$ cat config.mk
export PLATFORM = sky130hd
export DESIGN_NAME = mult_control
export DESIGN_NICKNAME = d
export VERILOG_FILES = /design/src/rtl/mult_pkg.sv /design/src/rtl/mult_control.sv
export SDC_FILE = /design/constraint.sdc
export NUM_CORES = 1
export LEC_CHECK = 0
export CORE_AREA = 2 2 39 41
export CTS_CLUSTER_DIAMETER = 200
export CTS_CLUSTER_SIZE = 25
export DETAILED_ROUTE_END_ITERATION = 6
export DIE_AREA = 0 0 41 43
export DONT_BUFFER_PORTS = 1
export PLACE_DENSITY = 0.41
export SYNTH_ARGS = -nofsm -noshare
export SYNTH_HDL_FRONTEND = slang
export SYNTH_SLANG_ARGS = --single-unit
$ cat constraint.sdc
create_clock -name clk -period 2.1 [get_ports clk]
set_input_delay 0.42 -clock clk [delete_from_list [all_inputs] [get_ports clk]]
set_output_delay 0.42 -clock clk [all_outputs]
set_load 0.02 [all_outputs]
$ cat src/rtl/mult_pkg.sv
// mult_pkg: shared state encoding and default operand width for the shift-add multiplier
package mult_pkg;
  localparam int MULT_N = 4;
  typedef enum logic [2:0] {IDLE, LOAD, ADD, SHIFT, DONE} state_t;
endpackage

$ cat src/rtl/mult_control.sv
// mult_control: shift-add multiplier sequencer driving the ACC load/ad/sh strobes
module mult_control
  import mult_pkg::*;
#(
  parameter int N = MULT_N
) (
  input  logic clk,
  input  logic rst_n,
  input  logic start,
  input  logic m,
  output logic load,
  output logic ad,
  output logic sh,
  output logic busy,
  output logic done
);
  localparam int KW = $clog2(N);
  state_t state;
  logic [KW-1:0] k;
  always_ff @(posedge clk or negedge rst_n)
    if (!rst_n) begin
      state <= IDLE;
      k     <= '0;
    end else
      case (state)
        IDLE:  state <= start ? LOAD : IDLE;
        LOAD: begin
          k     <= '0;
          state <= ADD;
        end
        ADD:   state <= SHIFT;
        SHIFT: begin
          state <= (k == KW'(N - 1)) ? DONE : ADD;
          k     <= (k == KW'(N - 1)) ? k : k + 1'b1;
        end
        DONE:  state <= start ? DONE : IDLE;
        default: state <= IDLE;
      endcase
  assign load = state == LOAD;
  assign ad   = (state == ADD) && m;
  assign sh   = state == SHIFT;
  assign busy = (state == LOAD) || (state == ADD) || (state == SHIFT);
  assign done = state == DONE;
endmodule

==> results_dict.tcl <==
set metrics [dict create \
    final_cell_area_um2 312 \
    routed_via_density 4.23 \
    yosys_warnings 0 \
    track_usage_pct 6.86 \
    cts.sinks 5 \
    dieHeight_um 43 \
    grt_pass1_vias 224 \
    cts_made_buffers 3 \
    drt_wl_total_um 453 \
    post-route-period-util_pct 78.7 \
    met1_length_um 177 \
    ir_drop_mv 0.370 \
    crit_type "reg -> out" \
    top_layer_used "met3" \
    crit_chain "nor3_1" \
    power_density_nw_per_um2 1580 \
    yosysTopAreaCell "dfrtp_1" \
    arrival_ps 1230 \
    outcome "complete, no violations" \
    synth.cell_area_um2 255 \
    antenna_found_initial 0 \
    crit_family "simple AND/OR/NAND/NOR gates" \
    antenna_left 0 \
    wl_met3_um 45 \
    synthTopCellsByCount "dfrtp_1, nor2_1, nand2_1, nor3_1, and2_1" \
    synth.area.top_cells "dfrtp_1, nor3_1, nor2_1, and2_1, ha_1" \
    finalCriticalPeriod_ps 1650 \
    endpoint_kind "primary output" \
    dp_worst_setup_slack_ps 675 \
    postCtsSetupBuffers 0 \
    rsz0062_at_grt "false" \
    grt_max_degree 9 \
    yosysTopAreaCellShare_pct 49.0 \
    clock_latency_ps 230 \
    nFillCells 153 \
    dr.pass1.iters 1 \
    async_reset_ff_share_pct 100 \
    drive_gt1_share_pct 19.4 \
    synth_seq_cells 5 \
    drc 0 \
    clk_path_buf_depth 2 \
    diodes 0 \
    hold_violations 0 \
    cp_num_buf_inv 0 \
    max_stage_delay_ps 560 \
    portBuffers 0 \
    synth_seq_area_share_pct 49.0 \
    die_area_um2 1760 \
    clk_pin_slew_ps 40 \
    wire_per_inst_um 9.64 \
    synthDistinctLibCells 14 \
    fmax_mhz 605 \
    drt_iter0_drc 0 \
    coreArea_um2 1380 \
    final_util_pct 22.5 \
    grt_pass1_wl_um 759 \
    avgSynthCellArea_um2 9.82 \
    maxCapViolations 0 \
    dp_hpwl_um 390 \
    power_mw 0.494 \
    fin_ws_ps 447 \
    hold_path_class "in -> reg" \
    vias 199 \
    synthToLayoutAreaGrowth_pct 22.1 \
    synth_ff_type "dfrtp_1" \
    rows 14 \
    slowest_stage "nor3_1" \
    synth_edf_count 0 \
    crit_path_start_kind "flop" \
    wl_met2_um 230 \
    fin_skew_ps 0.262 \
    worst_pin_slew_ps 628 \
    crit_required_ps 1680 \
    io_pins 9 \
    nets 37 \
    routabilityCongestion 0.638 \
    die_w_um 41 \
    netlist_instances 26 \
    synth.most_common_cell "dfrtp_1" \
    slew_violations 0 \
    path_max_fanout 8 \
    start_util_pct 18.4 \
    p_leak_nw 0.139 \
    cts_tree "yes" \
    gr-total-overflow 0 \
    placed_cell_area_um2 275 \
    syn-num-nets 31 \
    cts_root_buf "clkbuf_4" \
    setup_viol 0 \
    htree_levels 1 \
    max_slew_margin_pct 57.8 \
    fin_tns_setup_ps 0 \
]
-- logic make-up after synthesis --
kind of cell / after synthesis / share of synthesized area [%]
and+or+nand+nor: 17 / 36.3
DFF: 5 / 49.0
AOI/OAI and AO/OA: 2 / 5.39
muxes: 1 / 4.41
adders and majority gates: 1 / 4.90
-- flip-flops by register name, indices dropped and copies added, names as in the netlist --
signal / cells
state: 3
k: 2
-- power by group --
group	switching, mW	leakage [nW]	internal (mW)
combinational	0.118	0.0636	0.0881
clock	0.0339	0.0150	0.0715
sequential	0.0439	0.0601	0.138
-- metrics by stage --
stage	std cells	hold WS (ps)
floorplan	26	124
global placement	42	125
detailed placement	42	125
CTS	47	355
global route	47	365
finish	47	351
-- layout by cell type, fill, tap and decap left out --
| cell | n |
|---|---|
| mux2_2 | 1 |
| dlygate4sd3_1 | 1 |
| nor3b_2 | 1 |
| a22o_1 | 1 |
| and2_1 | 2 |
| and2b_2 | 1 |
| clkbuf_1 | 1 |
| nand3_1 | 1 |
| and3_1 | 1 |
| clkbuf_4 | 3 |
| nor2_1 | 4 |
| ha_1 | 1 |
| nor3_1 | 3 |
| nand2_1 | 3 |
| o21ai_0 | 1 |
| dfrtp_1 | 5 |
| nand2b_1 | 1 |
-- repair_timing --
| item | in CTS | in global routing |
|---|---|---|
| resized for setup | 0 | 0 |
| hold buffers | 1 | 0 |
| endpoints found under the hold margin | 5 | 0 |
-- per-layer routing --
| layer | vias to the layer above | global-route usage, % |
|---|---|---|
| met2 | 5 | 11.9 |
| met1 | 94 | 4.90 |
| met3 | 0 | 6.28 |
| li1 | 100 | - |
| met5 | - | 0 |
| met4 | 0 | 2.00 |
-- worst paths after layout --
path / from / end / depth (start not counted) / slack (ps)
hold reg to reg: k[1] / k[1] / 1 / 510
setup / recovery: state[2] / ad / 1 / 450
min in group asynchronous: rst_n / k[0] / 1 / 470
setup reg to reg: k[0] / k[0] / 4 / 960
hold / removal: start / state[2] / 2 / 350
max in group asynchronous: rst_n / state[0] / 1 / 1440
-- area by class of cell --
cell class	instances	area, um2	area share, %
Timing Repair Buffer	1	10.0	3.21
Tap cell	16	20.0	6.43
Multi-Input combinational cell	21	130	41.8
Sequential cell	5	125	40.2
Clock buffer	4	26.3	8.43
Power figures use the tool's default switching activity.
